--- config.mk ---
export PLATFORM = sky130hd
export DESIGN_NAME = stw_run_ctrl_flat
export DESIGN_NICKNAME = d
export VERILOG_FILES = /design/src/rtl/stw_run_ctrl_if.sv /design/src/rtl/stw_run_ctrl.sv /design/src/flat_wrapper.sv
export SDC_FILE = /design/constraint.sdc
export NUM_CORES = 1
export LEC_CHECK = 0
export ABC_AREA = 1
export BUFFER_PORTS_ARGS = -buffer_cell sky130_fd_sc_hd__buf_2
export CORE_AREA = 4 4 41 43
export DETAILED_ROUTE_END_ITERATION = 16
export DIE_AREA = 0 0 45 47
export PLACE_DENSITY_LB_ADDON = 0.05
export SLEW_MARGIN = 10
export SYNTH_ARGS = -nofsm -noshare
export SYNTH_HDL_FRONTEND = slang
export SYNTH_SLANG_ARGS = --single-unit
--- constraint.sdc ---
create_clock -name clk -period 2.84 [get_ports clk]
set_input_delay 0.142 -clock clk [delete_from_list [all_inputs] [get_ports clk]]
set_output_delay 0.142 -clock clk [all_outputs]
set_load 0.03 [all_outputs]
--- src/rtl/stw_run_ctrl_if.sv ---
// rtl/stw_run_ctrl_if.sv - button-event and counter-control bundle for stw_run_ctrl
// master drives the one-pulsed events; slave (the controller) drives the datapath controls.
interface stw_run_ctrl_if #(
  parameter int LAP_W = 4
);
  logic             tick;
  logic             start_stop_p;
  logic             lap_p;
  logic             clear_p;
  logic             count_en;
  logic             inc;
  logic             freeze_en;
  logic             cnt_clear;
  logic [LAP_W-1:0] lap_cnt;
  logic [2:0]       state;

  modport master (
    output tick, start_stop_p, lap_p, clear_p,
    input  count_en, inc, freeze_en, cnt_clear, lap_cnt, state
  );

  modport slave (
    input  tick, start_stop_p, lap_p, clear_p,
    output count_en, inc, freeze_en, cnt_clear, lap_cnt, state
  );
endinterface

--- src/rtl/stw_run_ctrl.sv ---
// rtl/stw_run_ctrl.sv - stopwatch run/stop/lap mode controller, Moore FSM, all outputs registered
// Optional lap-freeze auto-release after LAP_HOLD_TICKS ticks: define STW_LAP_TIMEOUT_EN.
module stw_run_ctrl #(
  parameter int LAP_W          = 4,
  parameter int LAP_HOLD_TICKS = 5
) (
  input  logic           clk,
  input  logic           reset,
  stw_run_ctrl_if.slave  bus
);

  typedef enum logic [2:0] {
    IDLE     = 3'd0,
    RUN      = 3'd1,
    STOP     = 3'd2,
    LAP_RUN  = 3'd3,
    LAP_STOP = 3'd4
  } state_t;

  if (LAP_HOLD_TICKS < 1) begin : g_hold_chk
    $error("LAP_HOLD_TICKS must be at least 1");
  end

  state_t           state_q, state_d;
  logic             count_en_q, count_en_d;
  logic             freeze_en_q, freeze_en_d;
  logic             inc_q, inc_d;
  logic             cnt_clear_q, cnt_clear_d;
  logic [LAP_W-1:0] lap_cnt_q, lap_cnt_d;
  logic             timeout;

`ifdef STW_LAP_TIMEOUT_EN
  localparam int HOLD_W = $clog2(LAP_HOLD_TICKS + 1);
  logic [HOLD_W-1:0] hold_q, hold_d;

  assign timeout = (hold_q == HOLD_W'(LAP_HOLD_TICKS));

  // Only a fresh lap (from RUN) restarts the hold; LAP_STOP merely pauses it.
  always_comb begin
    hold_d = hold_q;
    if (state_q == RUN && state_d == LAP_RUN) begin
      hold_d = '0;
    end else if (state_q == LAP_RUN && bus.tick && !timeout) begin
      hold_d = hold_q + HOLD_W'(1);
    end
  end
`else
  assign timeout = 1'b0;
`endif

  // Events ignored in a state do not block lower-priority events.
  always_comb begin
    state_d     = state_q;
    cnt_clear_d = 1'b0;
    lap_cnt_d   = lap_cnt_q;
    case (state_q)
      IDLE: begin
        if (bus.clear_p) cnt_clear_d = 1'b1;
        else if (bus.start_stop_p) state_d = RUN;
      end
      RUN: begin
        if (bus.start_stop_p) begin
          state_d = STOP;
        end else if (bus.lap_p) begin
          state_d   = LAP_RUN;
          lap_cnt_d = lap_cnt_q + LAP_W'(1);
        end
      end
      STOP: begin
        if (bus.clear_p) begin
          state_d     = IDLE;
          cnt_clear_d = 1'b1;
        end else if (bus.start_stop_p) begin
          state_d = RUN;
        end
      end
      LAP_RUN: begin
        if (bus.start_stop_p) state_d = LAP_STOP;
        else if (bus.lap_p)   state_d = RUN;
        else if (timeout)     state_d = RUN;
      end
      LAP_STOP: begin
        if (bus.clear_p) begin
          state_d     = IDLE;
          cnt_clear_d = 1'b1;
        end else if (bus.start_stop_p) begin
          state_d = LAP_RUN;
        end else if (bus.lap_p) begin
          state_d = STOP;
        end
      end
      default: begin
        state_d     = IDLE;
        cnt_clear_d = 1'b1;
      end
    endcase
    if (cnt_clear_d) lap_cnt_d = '0;
    count_en_d  = (state_d == RUN) || (state_d == LAP_RUN);
    freeze_en_d = (state_d == LAP_RUN) || (state_d == LAP_STOP);
    inc_d       = bus.tick && ((state_q == RUN) || (state_q == LAP_RUN));
  end

  always_ff @(posedge clk or negedge reset) begin
    if (!reset) begin
      state_q     <= IDLE;
      count_en_q  <= 1'b0;
      freeze_en_q <= 1'b0;
      inc_q       <= 1'b0;
      cnt_clear_q <= 1'b0;
      lap_cnt_q   <= '0;
`ifdef STW_LAP_TIMEOUT_EN
      hold_q      <= '0;
`endif
    end else begin
      state_q     <= state_d;
      count_en_q  <= count_en_d;
      freeze_en_q <= freeze_en_d;
      inc_q       <= inc_d;
      cnt_clear_q <= cnt_clear_d;
      lap_cnt_q   <= lap_cnt_d;
`ifdef STW_LAP_TIMEOUT_EN
      hold_q      <= hold_d;
`endif
    end
  end

  assign bus.state     = state_q;
  assign bus.count_en  = count_en_q;
  assign bus.freeze_en = freeze_en_q;
  assign bus.inc       = inc_q;
  assign bus.cnt_clear = cnt_clear_q;
  assign bus.lap_cnt   = lap_cnt_q;

endmodule
--- src/flat_wrapper.sv ---
// flat-port wrapper written by rule: the top's interface ports become plain ports
module stw_run_ctrl_flat 
#(
  parameter int LAP_W          = 4,
  parameter int LAP_HOLD_TICKS = 5
)
  (clk, reset, bus_tick, bus_start_stop_p, bus_lap_p, bus_clear_p, bus_count_en, bus_inc, bus_freeze_en, bus_cnt_clear, bus_lap_cnt, bus_state);
  stw_run_ctrl_if #(.LAP_W(LAP_W)) bus_i ();
  input  logic clk;
  input  logic reset;
  input wire logic [$bits(bus_i.tick)-1:0] bus_tick;
  input wire logic [$bits(bus_i.start_stop_p)-1:0] bus_start_stop_p;
  input wire logic [$bits(bus_i.lap_p)-1:0] bus_lap_p;
  input wire logic [$bits(bus_i.clear_p)-1:0] bus_clear_p;
  output wire logic [$bits(bus_i.count_en)-1:0] bus_count_en;
  output wire logic [$bits(bus_i.inc)-1:0] bus_inc;
  output wire logic [$bits(bus_i.freeze_en)-1:0] bus_freeze_en;
  output wire logic [$bits(bus_i.cnt_clear)-1:0] bus_cnt_clear;
  output wire logic [$bits(bus_i.lap_cnt)-1:0] bus_lap_cnt;
  output wire logic [$bits(bus_i.state)-1:0] bus_state;
  assign bus_i.tick = bus_tick;
  assign bus_i.start_stop_p = bus_start_stop_p;
  assign bus_i.lap_p = bus_lap_p;
  assign bus_i.clear_p = bus_clear_p;
  assign bus_count_en = bus_i.count_en;
  assign bus_inc = bus_i.inc;
  assign bus_freeze_en = bus_i.freeze_en;
  assign bus_cnt_clear = bus_i.cnt_clear;
  assign bus_lap_cnt = bus_i.lap_cnt;
  assign bus_state = bus_i.state;
  stw_run_ctrl #(.LAP_W(LAP_W), .LAP_HOLD_TICKS(LAP_HOLD_TICKS)) u_core (.clk(clk), .reset(reset), .bus(bus_i));
endmodule
==> results of run 1 <==
## final cells by class
cell class / instances / area [um^2] / area share (%)
multi-input cells: 50 / 308 / 40.9
well taps: 15 / 18.8 / 2.50
flip-flops and latches: 11 / 275 / 36.6
repair buffers: 17 / 90.1 / 12.0
clock buffers: 4 / 26.3 / 3.49
inverters: 8 / 33.8 / 4.49
## cell usage in the layout (no fill, tap or decap), types with 2 or more instances in the layout
cell type                   n
sky130_fd_sc_hd__nand2_1   18
sky130_fd_sc_hd__buf_2     16
sky130_fd_sc_hd__dfrtp_1   11
sky130_fd_sc_hd__nand3_1    9
sky130_fd_sc_hd__nor2_1     6
sky130_fd_sc_hd__inv_1      4
sky130_fd_sc_hd__nand2_2    4
sky130_fd_sc_hd__clkbuf_4   3
sky130_fd_sc_hd__inv_2      2
sky130_fd_sc_hd__o21ai_1    2
sky130_fd_sc_hd__xor2_1     2
## stage by stage
step,cells,power (mW),hold slack [ns]
2_1_floorplan,70,0.318,-0.154
3_3_place_gp,100,0.360,0.0176
3_5_place_dp,100,0.361,0.0178
4_1_cts,105,0.467,0.125
5_1_grt,105,0.492,0.128
6_report,105,0.462,0.129
## registers in the layout, summed over array words and instances, names as in the netlist
signal and count:
u_core.bus.state 3, u_core.bus.count_en 1, u_core.bus.inc 1, u_core.bus.lap_cnt 4, u_core.bus.freeze_en 1, u_core.bus.cnt_clear 1
## path summary, 6_finish.rpt
path	endpoint	slack, ns	depth (start not counted)
max	bus_state[2]	1.54	1
min	u_core.bus.inc$_DFF_PN0_	0.13	2
max reg2reg	u_core.bus.lap_cnt[3]$_DFFE_PN0P_	1.64	6
min reg2reg	u_core.bus.lap_cnt[0]$_DFFE_PN0P_	0.55	1
max in group asynchronous	u_core.bus.state[1]$_DFF_PN0_	2.39	2
min in group asynchronous	u_core.bus.inc$_DFF_PN0_	0.25	2
## layer usage
metal  track usage [%]  vias to the layer above  wire length (um)
met5                 0                        -                 0
met4              5.26                        0                12
met3              6.13                        2               110
met2              17.2                       16               474
met1              16.7                      228               549
li1                  -                      265                 -
## kinds of logic (layout without fill, tap and decap cells)
family                     after synthesis  in the layout
DFF                                     11             11
AOI/OAI and AO/OA                        5              5
xor gates and xnor gates                 2              2
and+or+nand+nor                         42             42
buffers and inverters                    9             29
adders and majority gates                1              1
## where the power goes
part / switching [mW] / internal (mW) / leakage, nW
Sequential: 0.0237 / 0.177 / 0.146
Combinational: 0.106 / 0.0497 / 0.281
Clock: 0.0512 / 0.0544 / 0.0150
## timing repair
action | in CTS | in global routing
hold buffers | 1 | 0
resized for setup | 0 | 0
hold endpoints to repair | 11 | 0
==> impl_summary.log, run 1 <==
INFO  metric ir_worst_vdd = 435 uV
INFO  metric synth-async-reset-ratio = 100%
INFO  metric number_of_port_buffers = 16
INFO  metric leakage = 0.442 nW
INFO  metric drt_first_iter_violations = 9
INFO  metric fp.dieH = between 40 and 50 um
INFO  metric finish.instance_area = 752 um^2
INFO  metric post-route-util = 57.8%
INFO  metric hpwlAfterDp = 937 um
INFO  metric wirelength = 1.15 mm
INFO  metric post_drt_wl_per_cell = 10.9 um
INFO  metric max_cap_viol_count = 0
INFO  metric cts_num_sinks = 11
INFO  metric ys_top_cells_by_count = sky130_fd_sc_hd__nand2_1, sky130_fd_sc_hd__dfrtp_1, sky130_fd_sc_hd__nand3_1
INFO  metric synth_top_cell_area_share = 44.1%
INFO  metric detailedRoute.firstPassIterationCount = 4
INFO  metric yosys.cell_count.top_type = sky130_fd_sc_hd__nand2_1
INFO  metric cts_tree = built
INFO  metric route.detailed.drc = 0
INFO  metric worst_setup_path_start_kind = flip-flop
INFO  metric synth_top_flop_cell = sky130_fd_sc_hd__dfrtp_1
INFO  metric timing.final.crit_share = 45.9%
INFO  metric place_worst_setup_slack = roughly 1.6 ns
INFO  metric synthMuxAreaShare = 0%
INFO  metric ys_seq_area_share = 44.1%
INFO  metric cts_buffers = 3
INFO  metric synth-compound-area-share = 8.42%
INFO  metric tightest_slew = between 0.4 and 0.5 ns
INFO  metric max_slew_margin = 70.7%
INFO  metric finalWeightedCongestion = 0.765
INFO  metric worst-setup-path-type = flip-flop to primary output
INFO  metric outcome = complete, no violations
INFO  metric layout_cells_sized_above_1 = 37.8%
INFO  metric fin_tns_setup = 0 ns
INFO  metric core_area = 1300 um^2
INFO  metric design.portCount = 17
INFO  metric synth_simple_gate_area_share = 36.1%
INFO  metric timing.critical_path.buf_inv = 1
INFO  metric synth-xor-area-share = 2.81%
INFO  metric critical_path_required = 2.70 ns
INFO  metric number_of_global_route_vias_before_repair = 424
INFO  metric antenna_cells = 0
INFO  metric grt_pass1_wl = 1.84 mm
INFO  metric hold_path_class = primary input to flip-flop
INFO  metric synth_enable_flop_cells = 0
INFO  metric vias_per_cell = ~4.9
INFO  metric clock.fmax = 0.768 GHz
INFO  metric synth.area.top_cells = sky130_fd_sc_hd__dfrtp_1, sky130_fd_sc_hd__nand2_1, sky130_fd_sc_hd__nand3_1, sky130_fd_sc_hd__nand2_2, sky130_fd_sc_hd__nor2_1
INFO  metric regToRegStartpoint = u_core.bus.state[0]$_DFF_PN0_
INFO  metric critical_path.slowest_cell = sky130_fd_sc_hd__dfrtp_1
INFO  metric syn_nets = 77
INFO  metric die_area = 2120 um^2
INFO  metric fp.dieW = 45 um
INFO  metric cts_buffer_depth = 2
INFO  metric post_detailed_placement_cell_area = 716 um^2
INFO  metric path_delay_family = flip-flops
INFO  metric start_util = 48.0%
INFO  metric route.vias.total = 511
INFO  metric worstSetupStartpoint = u_core.bus.state[2]$_DFF_PN0_
INFO  metric synth-seq-cells = 11
INFO  metric number_of_antenna_violations_at_the_first_check_in_global_routing = 0
INFO  metric mapped_area = 624 um^2
INFO  metric rsz_0062_raised_after_global_routing = false
INFO  metric post_cts_buffers = 0
INFO  metric maxSlewViolCount = 0
INFO  metric endpoint_kind = primary output
INFO  metric synthCells = 70
INFO  metric finalHoldViolCount = 0
INFO  metric clk_latency = 0.27 ns
INFO  metric rows = 13
INFO  metric sequence_of_cells_on_the_critical_path = buf_2
INFO  metric netlist-cell-type-count = 21
INFO  metric worstPathArrival = 1.16 ns
INFO  metric min_from = bus_tick
INFO  metric finalWorstSetupSlack = 1.54 ns
INFO  metric post_synth_fa_ha_maj_area_fraction = 2.00%
INFO  metric layout-area-overhead-vs-synth = 20.4%
INFO  metric crit_path_max_fanout = 9
INFO  metric post_synth.cell_area_avg = 8.92 um^2
INFO  metric fin_nets = 98
INFO  metric cts.reportedPaths.clkPinSlew = ~0.07 ns
INFO  metric timing.final.setup_violations = 0
INFO  metric dominant_combinational_cell_family_by_area_after_synthesis = simple AND/OR/NAND/NOR gates
INFO  metric largest_net_degree_at_the_start_of_global_routing = 12
INFO  metric gr_ovfl_total = 0
INFO  metric yosys_warnings = 0
INFO  metric fin_crit = 1.30 ns
INFO  metric globalRouteTotalUtil = 12.5%
INFO  metric layout.filler_cells = 135
INFO  metric netlist.top_cell.by_area = sky130_fd_sc_hd__dfrtp_1
INFO  metric post_drt_antenna_nets = 0
INFO  metric crit_path_max_incr_delay = 0.61 ns
INFO  metric cts.htree.levels = 1
INFO  metric fin_worst_skew = 0.0107 ns
INFO  metric pwr_density_cell = 614 nW/um^2
INFO  metric cts_root_buf = sky130_fd_sc_hd__clkbuf_4
(Power assumes the default switching activity.)
==> inputs of run 2 (changes only) <==
- clock period: 2.84 -> 1.25 ns (I/O delays scaled with it)
==> run 2 against run 1 <==
Register-to-register slack worse by 1.5 ns. Sequential power up 130%. Combinational power up 130%. Cell count unchanged. Sequential share of layout area up 0.21 points. Utilization up 0.19 points. Clock-buffer cell count unchanged. Non-clock buffer count unchanged. Largest power group unchanged.
==> impl_summary.log, run 2 (same netlist as run 1, synthesis figures left out) <==
INFO  metric max_slew_margin = approximately 83%
INFO  metric regToRegStartpoint = u_core.bus.state[0]$_DFF_PN0_
INFO  metric layout.cells.most_common_list = sky130_fd_sc_hd__nand2_1, sky130_fd_sc_hd__buf_2, sky130_fd_sc_hd__nand3_1, sky130_fd_sc_hd__dfrtp_1, sky130_fd_sc_hd__nor2_1
INFO  metric start_util = 48.0%
INFO  metric r2r_cells = 6
INFO  metric worstPathArrival = between 1 and 1.5 ns
INFO  metric largest_net_degree_at_the_start_of_global_routing = 12
INFO  metric hold_path_class = primary input to flip-flop
INFO  metric cts_root_buf = sky130_fd_sc_hd__clkbuf_4
INFO  metric globalRouteTotalUtil = between 10% and 20%
INFO  metric crit_path_max_fanout = 7
INFO  metric rsz_0062_raised_after_global_routing = false
INFO  metric flop2flop_setup_slack = just over 0.09 ns
INFO  metric worst-setup-path-type = flip-flop to flip-flop
INFO  metric cts.htree.levels = 1
INFO  metric timing.final.setup_violations = 0
INFO  metric core_area = 1300 um^2
INFO  metric tightest_slew = 0.254 ns
INFO  metric final_common_cell = sky130_fd_sc_hd__nand2_1
INFO  metric netSwitchingFraction = about two fifths
INFO  metric timing.final.crit_share = between 90% and 100%
INFO  metric leakage = 0.439 nW
INFO  metric fin_nets = 98
INFO  metric worst_hold_path.num_cells = 2
INFO  metric grt_pass1_wl = a little under 2 mm
INFO  metric cts_num_sinks = 11
INFO  metric post_drt_antenna_nets = 0
INFO  metric endpoint_kind = flip-flop
INFO  metric number_of_antenna_violations_at_the_first_check_in_global_routing = 0
INFO  metric clk_latency = 0.26 ns
INFO  metric route.detailed.drc = 0
INFO  metric max_cap_viol_count = 0
INFO  metric multiInputGateArea = 308 um^2
INFO  metric clock.fmax = 0.862 GHz
INFO  metric number_of_port_buffers = 16
INFO  metric largest_register_ff_count = 4
INFO  metric wirelength = 1.17 mm
INFO  metric gr_ovfl_total = 0
INFO  metric post_drt_wl_per_cell = 11.2 um
INFO  metric cts_buffer_depth = 2
INFO  metric finish.instance_area = 754 um^2
INFO  metric hold-path-endpoint = u_core.bus.inc$_DFF_PN0_
INFO  metric post_cts_buffers = 0
INFO  metric hpwlAfterDp = 945 um
INFO  metric cts_buffers = 3
INFO  metric die_area = 2120 um^2
INFO  metric fp.dieW = 45 um
INFO  metric fin_crit = 1.16 ns
INFO  metric worst_setup_path_start_kind = flip-flop
INFO  metric outcome = complete, no violations
INFO  metric finalHoldViolCount = 0
INFO  metric antenna_cells = 0
INFO  metric cts.reportedPaths.clkPinSlew = about 0.060 ns
INFO  metric design.portCount = 17
INFO  metric pwr-share-seq = 43.9%
INFO  metric rows = 13
INFO  metric comb_power_share = 34.0%
INFO  metric vias_per_cell = 4.94
INFO  metric maxSlewViolCount = 0
INFO  metric worstSetupStartpoint = u_core.bus.state[0]$_DFF_PN0_
INFO  metric sequential_standard_cell_area = 278 um^2
INFO  metric finalWeightedCongestion = 0.795
INFO  metric switchingPower = 0.404 mW
INFO  metric total_power = 1.04 mW
INFO  metric endpoint_of_the_worst_register_to_register_path = u_core.bus.lap_cnt[3]$_DFFE_PN0P_
INFO  metric number_of_global_route_vias_before_repair = 475
INFO  metric fin_tns_setup = 0 ns
INFO  metric pwr_density_cell = 1380 nW/um^2
INFO  metric cts_tree = built
INFO  metric fin_worst_hold_slack = 0.0549 ns
INFO  metric critical_path_required = 1.41 ns
INFO  metric layout-area-overhead-vs-synth = 20.8%
INFO  metric post_placement_cell_count = 100
INFO  metric post_detailed_placement_cell_area = around 720 um^2
INFO  metric route.vias.total = 519
INFO  metric power.share.clock = 22.1%
INFO  metric layout_cells_sized_above_1 = 40.0%
INFO  metric internal-power = 0.641 mW
INFO  metric layout.filler_cells = 125
INFO  metric min_from = bus_tick
INFO  metric final-instance-count-excl-fill = around 110
INFO  metric fin_worst_skew = between 0.0009 and 0.001 ns
INFO  metric fp.dieH = 47 um
INFO  metric drt_first_iter_violations = 8
INFO  metric ir_worst_vdd = 702 uV
INFO  metric detailedRoute.firstPassIterationCount = 4
[run 2: stage by stage]
| stage | util, % | worst slack [ns] |
|---|---|---|
| 5_1_grt | 58.0 | 0.00980 |
| 3_3_place_gp | 55.1 | 0.0554 |
| 3_5_place_dp | 55.1 | 0.0478 |
| 4_1_cts | 58.0 | 0.0799 |
| 2_1_floorplan | - | 0.0367 |
| 6_report | 58.0 | 0.0905 |
[run 2: worst max path at each step]
stage	slack, ns	cells past startpoint	endpoint
2_1_floorplan	0.04	6	u_core.bus.lap_cnt[3]$_DFFE_PN0P_
3_3_place_gp	0.06	7	u_core.bus.freeze_en$_DFF_PN0_
3_5_place_dp	0.05	7	u_core.bus.freeze_en$_DFF_PN0_
4_1_cts	0.08	6	u_core.bus.lap_cnt[3]$_DFFE_PN0P_
5_1_grt	0.01	6	u_core.bus.lap_cnt[3]$_DFFE_PN0P_
6_report	0.09	6	u_core.bus.lap_cnt[3]$_DFFE_PN0P_
[run 2: power groups by stage]
stage               registers (mW)  logic, mW  clock network [mW]
finish                       0.459      0.356               0.230
global route                 0.468      0.394               0.254
floorplan                    0.550      0.174                   0
global placement             0.463      0.355                   0
CTS                          0.461      0.362               0.244
detailed placement           0.467      0.359                   0
[run 2: repair_timing]
item / 4_1_cts / 5_1_grt
hold endpoints to repair: 11 / 0
hold buffers: 1 / 0
resized for setup: 1 / 0
endpoints found under the setup margin: 1 / 0
[run 2: final cells by class]
type                    count  area share, %
multi-input cells          50           40.8
flip-flops and latches     11           36.8
repair buffers             17           11.9
well taps                  15           2.49
inverters                   8           4.48
clock buffers               4           3.48
[run 2: critical path: stages (launching register included)]
cell,delay [ns]
sky130_fd_sc_hd__dfrtp_2,0.44
sky130_fd_sc_hd__inv_4,0.14
sky130_fd_sc_hd__nand2_2,0.10
sky130_fd_sc_hd__a22oi_4,0.18
sky130_fd_sc_hd__nand2_2,0.08
sky130_fd_sc_hd__nand2_1,0.07
sky130_fd_sc_hd__nand2_1,0.04
[run 2: routing by layer]
layer	vias to the layer above	global-route usage [%]	share of wire (%)
li1	268	-	-
met1	231	16.7	46
met2	18	19.8	45
met3	2	5.75	8.0
met4	0	8.77	1.3
met5	-	0	0
==> inputs of run 3 (changes only) <==
- BUFFER_PORTS_ARGS: -buffer_cell sky130_fd_sc_hd__buf_2 -> -buffer_cell sky130_fd_sc_hd__clkbuf_2
- clock period: 1.25 -> 1.45 ns (I/O delays scaled with it)
==> run 3 against run 2 <==
Cell count stayed put. Clock power is 7% lower. Wire length is 4.7% higher. Largest power group unchanged.
==> impl_summary.log, run 3 (same netlist as run 1, synthesis figures left out) <==
INFO  metric outcome = complete, no violations
INFO  metric worstPathArrival = 1.19 ns
INFO  metric rows = 13
INFO  metric cts_buffers = 3
INFO  metric design.portCount = 17
INFO  metric cts-resized-gates = 0
INFO  metric clk_latency = around 0.27 ns
INFO  metric cts_num_sinks = 11
INFO  metric post_drt_antenna_nets = 0
INFO  metric timing.final.crit_share = 87.4%
INFO  metric fp.dieW = between 40 and 50 um
INFO  metric hold_path_class = primary input to flip-flop
INFO  metric rsz_0062_raised_after_global_routing = false
INFO  metric leakage = 0.437 nW
INFO  metric worst_setup_path_start_kind = flip-flop
INFO  metric clock.fmax = 0.789 GHz
INFO  metric crit_path_max_incr_delay = 0.63 ns
INFO  metric number_of_global_route_vias_before_repair = 470
INFO  metric cts_buffer_depth = 2
INFO  metric finalWorstSetupSlack = 0.183 ns
INFO  metric tightest_slew = 0.459 ns
INFO  metric fp.dieH = 47 um
INFO  metric die_area = roughly 2100 um^2
INFO  metric maxSlewViolCount = 0
INFO  metric start_util = between 40% and 50%
INFO  metric post_cts_buffers = 0
INFO  metric finalWeightedCongestion = 0.786
INFO  metric max_slew_margin = a little over two thirds
INFO  metric largest_register_ff_count = 4
INFO  metric path_delay_family = flip-flops
INFO  metric detailedRoute.firstPassIterationCount = 4
INFO  metric largest_net_degree_at_the_start_of_global_routing = 12
INFO  metric hpwlAfterDp = 960 um
INFO  metric drt_first_iter_violations = 12
INFO  metric pwr_density_cell = 1210 nW/um^2
INFO  metric cts.reportedPaths.clkPinSlew = 0.08 ns
INFO  metric endpoint_kind = primary output
INFO  metric max_cap_viol_count = 0
INFO  metric cts_root_buf = sky130_fd_sc_hd__clkbuf_4
INFO  metric number_of_port_buffers = 16
INFO  metric cts.htree.levels = 1
INFO  metric layout_cells_sized_above_1 = 37.8%
INFO  metric route.vias.total = 496
INFO  metric core_area = around 1300 um^2
INFO  metric critical_path_required = 1.38 ns
INFO  metric cts_tree = built
INFO  metric fin_tns_setup = 0 ns
INFO  metric layout-area-overhead-vs-synth = 20.4%
INFO  metric final_common_cell = sky130_fd_sc_hd__nand2_1
INFO  metric place_worst_setup_slack = roughly 0.23 ns
INFO  metric ir_worst_vdd = between 600 and 700 uV
INFO  metric vias_per_cell = 4.72
INFO  metric ctsHoldBuffers = 1
INFO  metric fin_worst_skew = roughly 0.0094 ns
INFO  metric crit_path_max_fanout = 9
INFO  metric post_drt_wl_per_cell = 11.7 um
INFO  metric critical_path.slowest_cell = sky130_fd_sc_hd__dfrtp_1
INFO  metric timing.critical_path.buf_inv = 1
INFO  metric grt_pass1_wl = around 2 mm
INFO  metric layout.cells.most_common_list = sky130_fd_sc_hd__nand2_1, sky130_fd_sc_hd__clkbuf_2, sky130_fd_sc_hd__dfrtp_1, sky130_fd_sc_hd__nand3_1, sky130_fd_sc_hd__nor2_1
INFO  metric worst-setup-path-type = flip-flop to primary output
INFO  metric timing.final.setup_violations = 0
INFO  metric finalHoldViolCount = 0
INFO  metric gr_ovfl_total = 0
INFO  metric antenna_cells = 0
INFO  metric globalRouteTotalUtil = 13.6%
INFO  metric wirelength = around 1.2 mm
INFO  metric number_of_antenna_violations_at_the_first_check_in_global_routing = 0
INFO  metric sequence_of_cells_on_the_critical_path = clkbuf_2
INFO  metric post-route-util = 57.8%
INFO  metric route.detailed.drc = 0
INFO  metric fin_crit = 1.27 ns
INFO  metric layout.filler_cells = 129
INFO  metric fin_nets = 98
## run 3: cell types whose count changed in the layout (fill, tap and decap cells not counted)
cell | before | now
sky130_fd_sc_hd__dfrtp_1 | 9 | 11
sky130_fd_sc_hd__buf_2 | 16 | 0
sky130_fd_sc_hd__clkbuf_2 | 0 | 16
sky130_fd_sc_hd__dfrtp_2 | 2 | 0
## run 3: power by group
part | internal, mW | total (mW) | switching (mW)
clock network | 0.106 | 0.214 | 0.108
logic | 0.0962 | 0.305 | 0.209
registers | 0.346 | 0.394 | 0.0473
total | 0.549 | 0.912 | 0.364
## run 3: stage by stage
stage | cell area (um^2) | hold WS (ns) | std cells | power, mW
floorplan | 624 | -0.223 | 70 | 0.624
CTS | 752 | 0.0583 | 105 | 0.917
global placement | 716 | -0.0441 | 100 | 0.705
detailed placement | 716 | -0.0424 | 100 | 0.706
finish | 752 | 0.0556 | 105 | 0.912
global route | 752 | 0.0475 | 105 | 0.971
## run 3: layer usage
metal | vias up | wire length [um] | share of wire (%) | track usage, %
met1 | 212 | 595 | 48 | 17.5
met5 | - | 0 | 0 | 0
li1 | 268 | - | - | -
met4 | 0 | 15 | 1.2 | 8.77
met2 | 14 | 521 | 42 | 21.2
met3 | 2 | 96 | 7.8 | 2.30
## run 3: path summary, 6_finish.rpt
path,start,to,slack (ns),depth (start not counted)
max,u_core.bus.state[2]$_DFF_PN0_,bus_state[2],0.18,1
min,bus_tick,u_core.bus.inc$_DFF_PN0_,0.06,2
max reg2reg,u_core.bus.state[2]$_DFF_PN0_,u_core.bus.freeze_en$_DFF_PN0_,0.22,7
min reg2reg,u_core.bus.lap_cnt[0]$_DFFE_PN0P_,u_core.bus.lap_cnt[0]$_DFFE_PN0P_,0.55,1
max in group asynchronous,reset,u_core.bus.lap_cnt[2]$_DFFE_PN0P_,1.03,2
min in group asynchronous,reset,u_core.bus.count_en$_DFF_PN0_,0.20,2
## run 3: area by class of cell
| class | count | area (um^2) | area share, % |
|---|---|---|---|
| clock buffers | 4 | 26.3 | 3.49 |
| repair buffers | 17 | 90.1 | 12.0 |
| multi-input cells | 50 | 308 | 40.9 |
| inverters | 8 | 33.8 | 4.49 |
| well taps | 15 | 18.8 | 2.50 |
| flip-flops and latches | 11 | 275 | 36.6 |
